==> src/rtl/mem_access_stage_pkg.sv <==
// mem_access_stage_pkg: shared bus FSM encoding, default timeout and address helpers
package mem_access_stage_pkg;
   typedef enum logic {IDLE = 1'b0, BUSY = 1'b1} bus_state_t;
   localparam int TIMEOUT_CYCLES_DEFAULT = 16;
   function automatic logic is_misaligned(input logic access, input logic [1:0] lsb);
      return access & (lsb != 2'b00);
   endfunction
endpackage

==> src/rtl/mem_access_stage_dmem_bus_ctrl.sv <==
// dmem_bus_ctrl: req/ack bus FSM with wait counter, registered bus outputs and done/timeout strobes
module dmem_bus_ctrl
   import mem_access_stage_pkg::*;
#(
   parameter int TIMEOUT_CYCLES = TIMEOUT_CYCLES_DEFAULT,
   parameter int CNT_W = $clog2(TIMEOUT_CYCLES + 1)
) (
   input  logic        clk,
   input  logic        reset,
   input  logic        req_start,
   input  logic        req_we,
   input  logic [31:0] req_addr,
   input  logic [31:0] req_wdata,
   input  logic        dmem_ack,
   output logic        dmem_req,
   output logic        dmem_we,
   output logic [31:0] dmem_addr,
   output logic [31:0] dmem_wdata,
   output logic        busy,
   output logic        done,
   output logic        timeout
);
   bus_state_t state;
   logic [CNT_W-1:0] cnt;
   assign busy     = state == BUSY;
   assign dmem_req = busy;
   assign done     = busy & dmem_ack;
   assign timeout  = busy & ~dmem_ack & (cnt == CNT_W'(TIMEOUT_CYCLES - 1));
   // launch an access from IDLE, count BUSY cycles, return on ack or timeout
   always_ff @(posedge clk or negedge reset) begin
      if (!reset) begin
         state      <= IDLE;
         cnt        <= '0;
         dmem_we    <= 1'b0;
         dmem_addr  <= '0;
         dmem_wdata <= '0;
      end else if (state == IDLE) begin
         if (req_start) begin
            state      <= BUSY;
            cnt        <= '0;
            dmem_we    <= req_we;
            dmem_addr  <= {req_addr[31:2], 2'b00};
            dmem_wdata <= req_wdata;
         end
      end else begin
         cnt <= cnt + CNT_W'(1);
         if (done | timeout) state <= IDLE;
      end
   end
endmodule

==> src/rtl/mem_access_stage.sv <==
// mem_access_stage: MEM stage with data-memory handshake, stall, branch resolve and MEM/WB register
module mem_access_stage
   import mem_access_stage_pkg::*;
#(
   parameter int TIMEOUT_CYCLES = TIMEOUT_CYCLES_DEFAULT
) (
   input  logic        clk,
   input  logic        reset,
   input  logic [31:0] alu_result_EX_MEM,
   input  logic [31:0] read_data2_EX_MEM,
   input  logic [31:0] add_alu_out_EX_MEM,
   input  logic        branch_EX_MEM,
   input  logic        memread_EX_MEM,
   input  logic        memwrite_EX_MEM,
   input  logic        memtoreg_EX_MEM,
   input  logic        regwrite_EX_MEM,
   input  logic        z_flag_EX_MEM,
   input  logic [4:0]  rd_EX_MEM,
   output logic        dmem_req,
   output logic        dmem_we,
   output logic [31:0] dmem_addr,
   output logic [31:0] dmem_wdata,
   input  logic [31:0] dmem_rdata,
   input  logic        dmem_ack,
   output logic        pcsrc,
   output logic [31:0] branch_target,
   output logic        stall_mem,
   output logic [31:0] read_data_MEM_WB,
   output logic [31:0] alu_result_MEM_WB,
   output logic        memtoreg_MEM_WB,
   output logic        regwrite_MEM_WB,
   output logic [4:0]  rd_MEM_WB,
   output logic        bus_err,
   output logic        misalign_err
);
   localparam int CNT_W = $clog2(TIMEOUT_CYCLES + 1);
   logic access, misaligned, mem_go, busy, done, timeout;
   assign access        = memread_EX_MEM | memwrite_EX_MEM;
   assign misaligned    = is_misaligned(access, alu_result_EX_MEM[1:0]);
   assign mem_go        = access & ~misaligned;
   assign stall_mem     = mem_go & ~(done | timeout);
   assign pcsrc         = branch_EX_MEM & z_flag_EX_MEM;
   assign branch_target = add_alu_out_EX_MEM;
   dmem_bus_ctrl #(.TIMEOUT_CYCLES(TIMEOUT_CYCLES), .CNT_W(CNT_W)) u_bus (
      .clk        (clk),
      .reset      (reset),
      .req_start  (mem_go & ~busy),
      .req_we     (memwrite_EX_MEM),
      .req_addr   (alu_result_EX_MEM),
      .req_wdata  (read_data2_EX_MEM),
      .dmem_ack   (dmem_ack),
      .dmem_req   (dmem_req),
      .dmem_we    (dmem_we),
      .dmem_addr  (dmem_addr),
      .dmem_wdata (dmem_wdata),
      .busy       (busy),
      .done       (done),
      .timeout    (timeout)
   );
   // MEM/WB register: bubble while stalled, otherwise load results; stores, misaligned and timed-out accesses never write back
   always_ff @(posedge clk or negedge reset) begin
      if (!reset) begin
         read_data_MEM_WB  <= '0;
         alu_result_MEM_WB <= '0;
         memtoreg_MEM_WB   <= 1'b0;
         regwrite_MEM_WB   <= 1'b0;
         rd_MEM_WB         <= '0;
      end else if (stall_mem) begin
         memtoreg_MEM_WB <= 1'b0;
         regwrite_MEM_WB <= 1'b0;
      end else begin
         alu_result_MEM_WB <= alu_result_EX_MEM;
         rd_MEM_WB         <= rd_EX_MEM;
         memtoreg_MEM_WB   <= memtoreg_EX_MEM;
         regwrite_MEM_WB   <= regwrite_EX_MEM & ~memwrite_EX_MEM & ~misaligned & ~timeout;
         if (timeout) read_data_MEM_WB <= '0;
         else if (done & memread_EX_MEM) read_data_MEM_WB <= dmem_rdata;
      end
   end
   // sticky error flags, cleared only by reset
   always_ff @(posedge clk or negedge reset) begin
      if (!reset) begin
         bus_err      <= 1'b0;
         misalign_err <= 1'b0;
      end else begin
         bus_err      <= bus_err | timeout;
         misalign_err <= misalign_err | misaligned;
      end
   end
endmodule

==> config.mk <==
export PLATFORM = sky130hd
export DESIGN_NAME = mem_access_stage
export DESIGN_NICKNAME = d
export VERILOG_FILES = /design/src/rtl/mem_access_stage_pkg.sv /design/src/rtl/mem_access_stage_dmem_bus_ctrl.sv /design/src/rtl/mem_access_stage.sv
export SDC_FILE = /design/constraint.sdc
export NUM_CORES = 1
export LEC_CHECK = 0
export ABC_AREA = 1
export ABC_CLOCK_PERIOD_IN_PS = 4700
export CORE_UTILIZATION = 25
export CTS_BUF_LIST = sky130_fd_sc_hd__clkbuf_8
export DETAILED_ROUTE_END_ITERATION = 8
export SLEW_MARGIN = 0
export SYNTH_ARGS = -nofsm -noshare
export SYNTH_HDL_FRONTEND = slang
export SYNTH_SLANG_ARGS = --single-unit
==> constraint.sdc <==
create_clock -name clk -period 4.7 [get_ports clk]
set_clock_uncertainty 0.1 [all_clocks]
set_input_delay 1.41 -clock clk [delete_from_list [all_inputs] [get_ports clk]]
set_output_delay 1.41 -clock clk [all_outputs]
set_load 0.02 [all_outputs]
# Word level (Yosys, flattened, before mapping)
# Cells that the tools add are included.
[classes]
bitwise = 23
n_addsub = 1
reduce_logical = 5
mux = 9
eq_ne = 1
[op_table]
columns = ["operator", "count"]
rows = [
  ["two-way mux 32 bit", 2],
  ["AND 1 bit", 12],
  ["two-way mux 5 bit", 2],
  ["NOT 1 bit", 7],
  ["nonzero test 2 bit", 3],
  ["adder 5 x 1 -> 5 bit, second input constant", 1],
  ["equality test 5 x 4 -> 1 bit, second input constant", 1],
  ["two-way mux 1 bit", 5],
  ["bitwise OR 1 bit", 4],
  ["AND reduction 2 bit", 2],
]
[totals]
output_inout_bits = 173
in_bits = 142
regBits = 142

# Longest topological paths before layout
# Gate-level depths: netlist of the first run.
[logic_depth]
word_depth = 8
depth_mapped = 11
ltp_nobuf = 10

# By module
# From an unflattened synthesis of the first run, not the netlist that was laid out.
[hier_totals]
cells_unflattened = 681
area_unflattened_um2 = 6211.0
[by_module_without_submodules]
columns = ["mod", "cells_each", "area_per_inst_um2", "n_inst"]
rows = [
  ["mem_access_stage", 361, 3331.9, 1],
  ["dmem_bus_ctrl", 320, 2879.0, 1],
]

# Worst setup path after synthesis of the first run
# Ideal clock, no wire load.
[synth_path]
kind = "input to output"
start = "in alu_result_EX_MEM[1]"
end = "out stall_mem"
arrival_ns = 1.969
slack_ns = 1.221
path_stages = 3
path_buffers = 0
required_time_ns = 3.190
path_cell_list = "nor2_1 -> nand2_1 -> nor2_2"
[synth_between]
elab_chain_cells = 5
[synth_lines]
columns = ["item", "line", "source"]
rows = [
  ["start, declared", "mem_access_stage.sv:9", "input logic [31:0] alu_result_EX_MEM,"],
  ["nonzero test 2 bit", "mem_access_stage_pkg.sv:6", "return access & (lsb != 2'b00);"],
  ["AND 1 bit", "mem_access_stage_pkg.sv:6", ""],
  ["NOT 1 bit", "mem_access_stage.sv:40", "assign mem_go = access & ~misaligned;"],
  ["AND 1 bit", "mem_access_stage.sv:40", ""],
  ["AND 1 bit", "mem_access_stage.sv:41", "assign stall_mem = mem_go & ~(done | timeout);"],
  ["end, declared", "mem_access_stage.sv:27", "output logic stall_mem,"],
]
# No other way between the ends.

# Worst setup path after layout of the first run
[layout_path]
start = "in memread_EX_MEM"
end = "out stall_mem"
[layout_between]
elab_chain_cells = 5
[layout_lines]
columns = ["item", "line", "source"]
rows = [
  ["start, declared", "mem_access_stage.sv:13", "input logic memread_EX_MEM,"],
  ["bitwise OR 1 bit *", "mem_access_stage.sv:38", "assign access = memread_EX_MEM | memwrite_EX_MEM;"],
  ["AND 1 bit", "mem_access_stage_pkg.sv:6", ""],
  ["NOT 1 bit", "mem_access_stage.sv:40", ""],
  ["AND 1 bit *", "mem_access_stage.sv:40", ""],
  ["AND 1 bit *", "mem_access_stage.sv:41", ""],
]
# Mark *: on every way between the ends. The rest lies on a longest branch, timed or not.

==> results of run 1 <==
[cells in the final DEF, fill, tap and decap left out, types with 8 or more instances in the layout]
master	count
sky130_fd_sc_hd__nor2_1	73
sky130_fd_sc_hd__dfrtp_1	142
sky130_fd_sc_hd__buf_4	8
sky130_fd_sc_hd__inv_1	12
sky130_fd_sc_hd__clkbuf_8	19
sky130_fd_sc_hd__clkdlybuf4s50_1	247
sky130_fd_sc_hd__nand3_1	102
sky130_fd_sc_hd__nand2_1	217
sky130_fd_sc_hd__o21ai_0	37
[kinds of logic after synthesis]
kind of cell             synth area share (%)
AO/OA/AOI/OAI                            3.10
adder cells (fa/ha/maj)                 0.419
buffers and inverters                    8.97
flip-flops                               59.5
other                                  0.0628
AND/OR/NAND/NOR                          28.0
[worst max-delay path, delay by kind of cell]
family	cells	cell delay (ns)
buffers and inverters	3	1.20
and+or+nand+nor	3	0.40
[cell usage after synthesis]
library cell	n	area, µm²
sky130_fd_sc_hd__nand2_1	217	815
sky130_fd_sc_hd__dfrtp_1	142	3550
sky130_fd_sc_hd__nand3_1	102	510
sky130_fd_sc_hd__nor2_1	73	274
sky130_fd_sc_hd__buf_4	40	300
sky130_fd_sc_hd__o21ai_0	37	185
sky130_fd_sc_hd__buf_2	18	90.1
sky130_fd_sc_hd__clkbuf_1	12	45.0
sky130_fd_sc_hd__inv_1	11	41.3
sky130_fd_sc_hd__buf_6	4	45.0
sky130_fd_sc_hd__nand3_2	3	30.0
sky130_fd_sc_hd__ha_1	2	25.0
sky130_fd_sc_hd__inv_2	2	7.51
sky130_fd_sc_hd__nand2_2	2	12.5
sky130_fd_sc_hd__conb_1	1	3.75
sky130_fd_sc_hd__inv_4	1	6.26
sky130_fd_sc_hd__nand2_4	1	11.3
sky130_fd_sc_hd__nor2_2	1	6.26
sky130_fd_sc_hd__nor2_4	1	11.3
[per-layer routing]
layer  share of wire [%]  wire (µm)  track usage, %  vias up
met3                 6.9       1220            4.90       34
li1                    -          -               -     2497
met5                   0          0               0        -
met1                  44       7850            18.2     2406
met2                  46       8080            22.8      165
met4                 2.8        495            6.54        0
[worst paths after layout]
| kind | end | slack [ns] | cells after the start |
|---|---|---|---|
| min in group asynchronous | read_data_MEM_WB[7] | 0.98 | 1 |
| worst max-delay path | stall_mem | 0.18 | 6 |
| worst min register to register | misalign_err | 0.37 | 2 |
| worst min-delay path | misalign_err | 0.37 | 2 |
| max in group asynchronous | u_bus.dmem_wdata[4] | 2.57 | 2 |
| worst max register to register | read_data_MEM_WB[10] | 2.38 | 9 |
[report_power, final]
| group | leakage (nW) | switching (mW) | internal, mW | total [mW] |
|---|---|---|---|---|
| registers | 1.69 | 0.260 | 1.68 | 1.94 |
| clock network | 0.214 | 0.500 | 0.557 | 1.06 |
| logic | 2.21 | 1.29 | 1.06 | 2.36 |
| total | 4.12 | 2.05 | 3.30 | 5.36 |
[per-stage QoR]
stage	worst slack, ns	hold slack (ns)	instances
6_report	0.175	0.367	1205
5_1_grt	0.0920	0.383	1205
4_1_cts	0.176	0.372	1205
3_5_place_dp	0.192	0.350	1173
3_3_place_gp	0.172	0.348	1173
2_1_floorplan	1.22	0.375	671
[final cells by class]
class                           instances  share of cell area (%)
Clock buffer                           19                    2.94
Clock inverter                         13                    1.83
Inverter                               14                   0.620
Multi-Input combinational cell        441                    21.3
Sequential cell                       142                    40.0
Tap cell                              319                    4.49
Timing Repair Buffer                  257                    28.9
[registers in the layout (all words and copies together) (netlist names), 5 cells and up]
name,flops
alu_result_MEM_WB,32
u_bus.cnt,5
rd_MEM_WB,5
u_bus.dmem_wdata,32
read_data_MEM_WB,32
u_bus.dmem_addr,30
==> run summary, run 1 <==
The run finished with clean final reports. For this run, the register share of the synthesized area comes to 59.5%. The master cell of the clock root buffer is sky130_fd_sc_hd__clkbuf_8. On the worst path, the slowest cell contributes a delay of 0.63 ns.

After floorplanning, the core was divided into 56 placement rows. The tools report the element type at the critical path end as an output pin. The first global-routing pass estimated 27.4 mm of wire. Synthesized area: 5970 µm². STA puts the critical path data required time at 3.19 ns. VDD sags by at most 0.000263 V. Headroom to the max-slew limit came out at 39.4%. The logs give 0 for the number of slew-limit violations in the final report and 0 for the number of antenna violations at the first check in global routing.

Synthesis inferred 142 register bits. The logs give 0.43 ns for the clock insertion delay at the later pin of the skew report and 24500 µm² for the die outline area. The critical path starts at memread_EX_MEM. The tools report the final weighted congestion in routability-driven placement as 0.782. The peak clock frequency supported by timing is 221 MHz.

Wires add up to 17.6 mm. The number of distinct library cells after synthesis was 19; the final-layout setup total negative slack was 0 ns. The maximum number of pins on one net before global-route repair is 97, and the total of fill cells in the finished design is 2403. The fraction of layout cells with a size suffix above 1 is 5.87%. The port buffer count works out to 248. CTS built an H-tree with a depth of 4. The type of the setup path with the least slack is primary input to output pin.

The number of hold buffers added after CTS was 0. The worst register-to-register path begins at u_bus.cnt[0]. The final count of hold timing violations was 0. The number of placed I/O pins was 315; the via count was 5102. Class of the tightest hold or removal check: register to register. After floorplanning, the core was sized to cover 23500 µm². Detailed placement finished with a half-perimeter wire length of 11.4 mm. The logs give 8460 µm² for the placed cell area and 1890 µm² for the total area of multi-input combinational cells. In this run, the number of DRC markers left after iteration 0 of detailed routing was 260.

Quantity of gates resized following cts: 0. TritonCTS built the clock tree. The logs give 0 for the number of inserted diodes and 37.8% for the share of the core filled with cells in the final layout.

The iteration count of the initial detailed-routing pass was 4; the post-synthesis instance total was 670. Traced cell by cell, the critical path runs through clkdlybuf4s50_1 -> inv_1 -> nand2_1 -> nand2_1 -> nor2_2 -> clkdlybuf4s50_1. Summing all flip-flop and latch instances after layout gives 3550 µm². The power density normalized to cell area came out at 603 nW/µm². Averaged over all synthesized cells, the footprint is 8.92 µm².

For the synthesis warning total, the log shows 0. For the pin with the worst max-slew slack, the measured transition is 0.909 ns. For the finished layout, the period the worst path requires is 4.52 ns. In this run the most critical hold path is launched from misalign_err. In this run the worst path has a maximum fanout of 5. The via count of the first global-routing pass was 5042.

Once detail routing completed, the nets flagged for antenna violations numbered 0. Counting every sink on the clock net gives 142. STA classifies the critical path startpoint as a primary input. Setup repair after global routing left no endpoint under its margin.

Summed over all layers, the global routing overflow is 0. The tool flagged a number of max-cap violations equal to 0. From left edge to right edge, the die measures 157 µm. The initial utilization of the core area, before any placement, comes to 25.4%. The leakage power figure was 4.12 nW. Once the clock tree was built, the setup fixing pass inserted 0 buffers.

The data arrival time of the critical path was 3.01 ns; the average wire length per cell after detail routing was 14.6 µm. The share of the clock period used by the worst path after layout is 96.3%. The final layout contains 1017 nets. The cell at the slowest stage of the critical path was sky130_fd_sc_hd__clkdlybuf4s50_1. The count of endpoints failing setup in the final report was 0. Total power for the finished layout comes to 5.36 mW.

Using the TritonRoute via totals, the vias-per-cell ratio works out to 4.23. In the routed design, unresolved DRC markers number 0. The post-route cell area came out at 8880 µm². The tools report the global router's overall resource usage as 14.6%.

The clock passes through at most 2 buffers. Buffers inserted during clock tree synthesis total 17. The clock-pin slew on the worst setup and hold paths came out at 0.08 ns. Relative to the synthesized area, the layout overhead comes to 48.7%. The y dimension of the die is 157 µm.
No activity file was read; power rests on OpenSTA's default activity.
==> inputs of run 2 (changes only) <==
Settings changed: SETUP_SLACK_MARGIN from default to 0.1.
==> run summary, run 2 (synthesis results as in run 1) <==
The via count of the first global-routing pass was 5042 (unchanged). The via count is 5102 (unchanged). The pin slew with the least headroom to its limit is 0.909 ns (unchanged).

Among the stages of the critical path, the cell type that occurs most often is sky130_fd_sc_hd__nand2_1. The number of inserted diodes was 0 (unchanged). The stage delay of the slowest cell on the critical path is 0.52 ns (-0.11 ns). The average wire length per cell after detail routing was 14.6 µm (about the same); the area of the placeable core was 23500 µm² (unchanged). The detailed placer's ending HPWL was 11.4 mm (unchanged). The area growth from synthesis to layout works out to 48.8% (about the same). The tools report the starting utilization of the core area as 25.4% (unchanged).

The horizontal die dimension was 157 µm (unchanged). The class of the tightest hold or removal check is register to register. The cell at the slowest stage of the critical path was sky130_fd_sc_hd__clkdlybuf4s50_1.

The deepest level of the CTS H-tree was 4 (unchanged); the count of endpoints failing setup in the final report was 0 (unchanged). The flow ran to the end, and the final reports show no timing, DRC or antenna violations. The final-layout setup total negative slack is 0 ns (unchanged). The tools report the final count of hold timing violations as 0 (unchanged). Clock insertion delay at the later pin of the skew report: 0.43 ns (about the same). The logs give 4.13 nW (+0.39%) for the leakage power figure and 56 (unchanged) for the site row count.

Broken down by cell family, the worst path's largest delay share belongs to buffers and inverters. Sink count of the clock tree: 142 (unchanged). The number of placed I/O pins is 315 (unchanged), and the fraction of layout cells with a size suffix above 1 is 5.87% (unchanged).

Quantity of gates resized following cts: 0 (unchanged). The maximum fanout along the worst path works out to 5 (unchanged). Setup repair after global routing left no endpoint under its margin. The number of CTS-inserted buffers is 17 (unchanged), and the y dimension of the die is 157 µm (unchanged). The worst setup path is of the primary input to output pin kind. The peak clock frequency supported by timing was 242 MHz (+9.3%); the share of the clock period used by the worst path after layout was 88.0% (-8.2 points). TritonCTS built the clock tree. The tools report the buffers inserted during post-CTS setup optimization as 0 (unchanged). Maximum number of pins on one net before global-route repair: 97 (unchanged).

The critical path data required time was 3.19 ns (about the same). Vias per cell: 4.23 (unchanged). In the layout the commonest cells are sky130_fd_sc_hd__clkdlybuf4s50_1 (246), sky130_fd_sc_hd__nand2_1 (217), sky130_fd_sc_hd__dfrtp_1 (142), sky130_fd_sc_hd__nand3_1 (102), sky130_fd_sc_hd__nor2_1 (73). The largest registers in the layout are alu_result_MEM_WB (32), read_data_MEM_WB (32), u_bus.dmem_wdata (32). The minimum clock period after layout was 4.14 ns (-0.387 ns). The tools report the total wire length after detailed routing as 17.6 mm (about the same).

The clock-pin slew on the worst setup and hold paths came out at 0.08 ns (about the same). The layout net count was 1017 (unchanged). Number of maximum-capacitance violations: 0 (unchanged).

The signal on the critical path passes through clkdlybuf4s50_1 -> inv_1 -> nand2_1 -> nand2_1 -> nor2_2 -> dlymetal6s2s_1. The post-cts hold buffer count is 0 (unchanged). The tightest slew margin relative to the limit is 39.4% (unchanged). The worst setup path is launched from a primary input.

The post-detailed-route DRC marker count is 0 (unchanged), and the leftover overflow at the end of global routing is 0 (unchanged). The DRC violation total after the first TritonRoute iteration came out at 254 (-2.3%). The global router's overall resource usage is 14.6% (unchanged), and the final weighted congestion in routability-driven placement is 0.782 (unchanged). The iteration count of the initial detailed-routing pass was 4 (unchanged). The total buffers and inverters traversed by the critical path works out to 3 (unchanged). For the data arrival time of the critical path, the log shows 2.63 ns (-0.38 ns). The element type at the critical path end is an output pin. The number of routed nets with antenna violations was 0 (unchanged); the number of antenna violations at the first check in global routing was 0 (unchanged). The total of fill cells in the finished design was 2402 (-0.042%); the die outline area was 24500 µm² (unchanged). For the global-route wire length before repair, the log shows 27.4 mm (unchanged). The tools report the number of slew-limit violations in the final report as 0 (unchanged). Most frequent standard cell in the layout excluding fill and tap cells: sky130_fd_sc_hd__clkdlybuf4s50_1. The port buffer count was 248 (unchanged); the power density normalized to cell area was 603 nW/µm² (about the same). The master cell of the clock root buffer is sky130_fd_sc_hd__clkbuf_8.

The logs give 2 (unchanged) for the deepest clock path buffer count and 0.000263 V (about the same) for the worst voltage drop across the vdd grid. For the cell count after placement, the log shows 1173 (unchanged). The tools report the final standard cell count with taps included and fillers excluded as 1205 (unchanged).
==> run 2: changes by cell type in the layout (fill, tap and decap cells not counted), sizes merged <==
cell	before	now
clkdlybuf4s50	247	246
dlymetal6s2s	0	1
==> run 2: layout make-up <==
type	count	area [µm²]	share of cell area, %
inverter	14	55.1	0.620
sequential	142	3550	40.0
clock inverter	13	163	1.83
clock buffer	19	262	2.94
tap	319	399	4.49
timing repair buffer	257	2570	28.9
multi-input combinational	441	1890	21.2
==> run 2: through the flow <==
| step | area, µm² | total power, mW | setup WS [ns] | utilization, % | hold WS [ns] |
|---|---|---|---|---|---|
| after floorplan | 5980 | 3.15 | 1.22 | - | 0.375 |
| after global placement | 8460 | 4.33 | 0.172 | 36.0 | 0.348 |
| after detailed placement | 8460 | 4.35 | 0.192 | 36.0 | 0.350 |
| after CTS | 8880 | 5.45 | 0.176 | 37.8 | 0.372 |
| after global routing | 8890 | 5.71 | 0.473 | 37.9 | 0.383 |
| final | 8890 | 5.36 | 0.562 | 37.9 | 0.367 |
==> run 2: final timing paths <==
| path | start | endpoint | slack, ns | depth (start not counted) |
|---|---|---|---|---|
| max | memread_EX_MEM | stall_mem | 0.56 | 6 |
| min | misalign_err | misalign_err | 0.37 | 2 |
| max reg2reg | u_bus.cnt[0] | read_data_MEM_WB[10] | 2.38 | 9 |
| min reg2reg | misalign_err | misalign_err | 0.37 | 2 |
| max in group asynchronous | reset | u_bus.dmem_wdata[4] | 2.57 | 2 |
| min in group asynchronous | reset | read_data_MEM_WB[7] | 0.98 | 1 |
==> run 2: where the power goes <==
| group | switching (mW) | total, mW | internal [mW] |
|---|---|---|---|
| combinational | 1.29 | 2.35 | 1.06 |
| sequential | 0.260 | 1.94 | 1.68 |
| clock | 0.500 | 1.06 | 0.557 |
==> run 2: tightest hold or removal path: stages, from the launching register on <==
cell                      delay (ns)
sky130_fd_sc_hd__dfrtp_1        0.34
sky130_fd_sc_hd__inv_1          0.04
sky130_fd_sc_hd__nand2_1        0.05
==> run 2: metal layers <==
layer | vias to the layer above | wire length (µm) | GRT usage [%] | part of all wire (%)
met2 | 165 | 8080 | 22.8 | 46
met4 | 0 | 495 | 6.54 | 2.8
met1 | 2407 | 7850 | 18.2 | 44
met3 | 34 | 1220 | 4.90 | 6.9
li1 | 2496 | - | - | -
met5 | - | 0 | 0 | 0
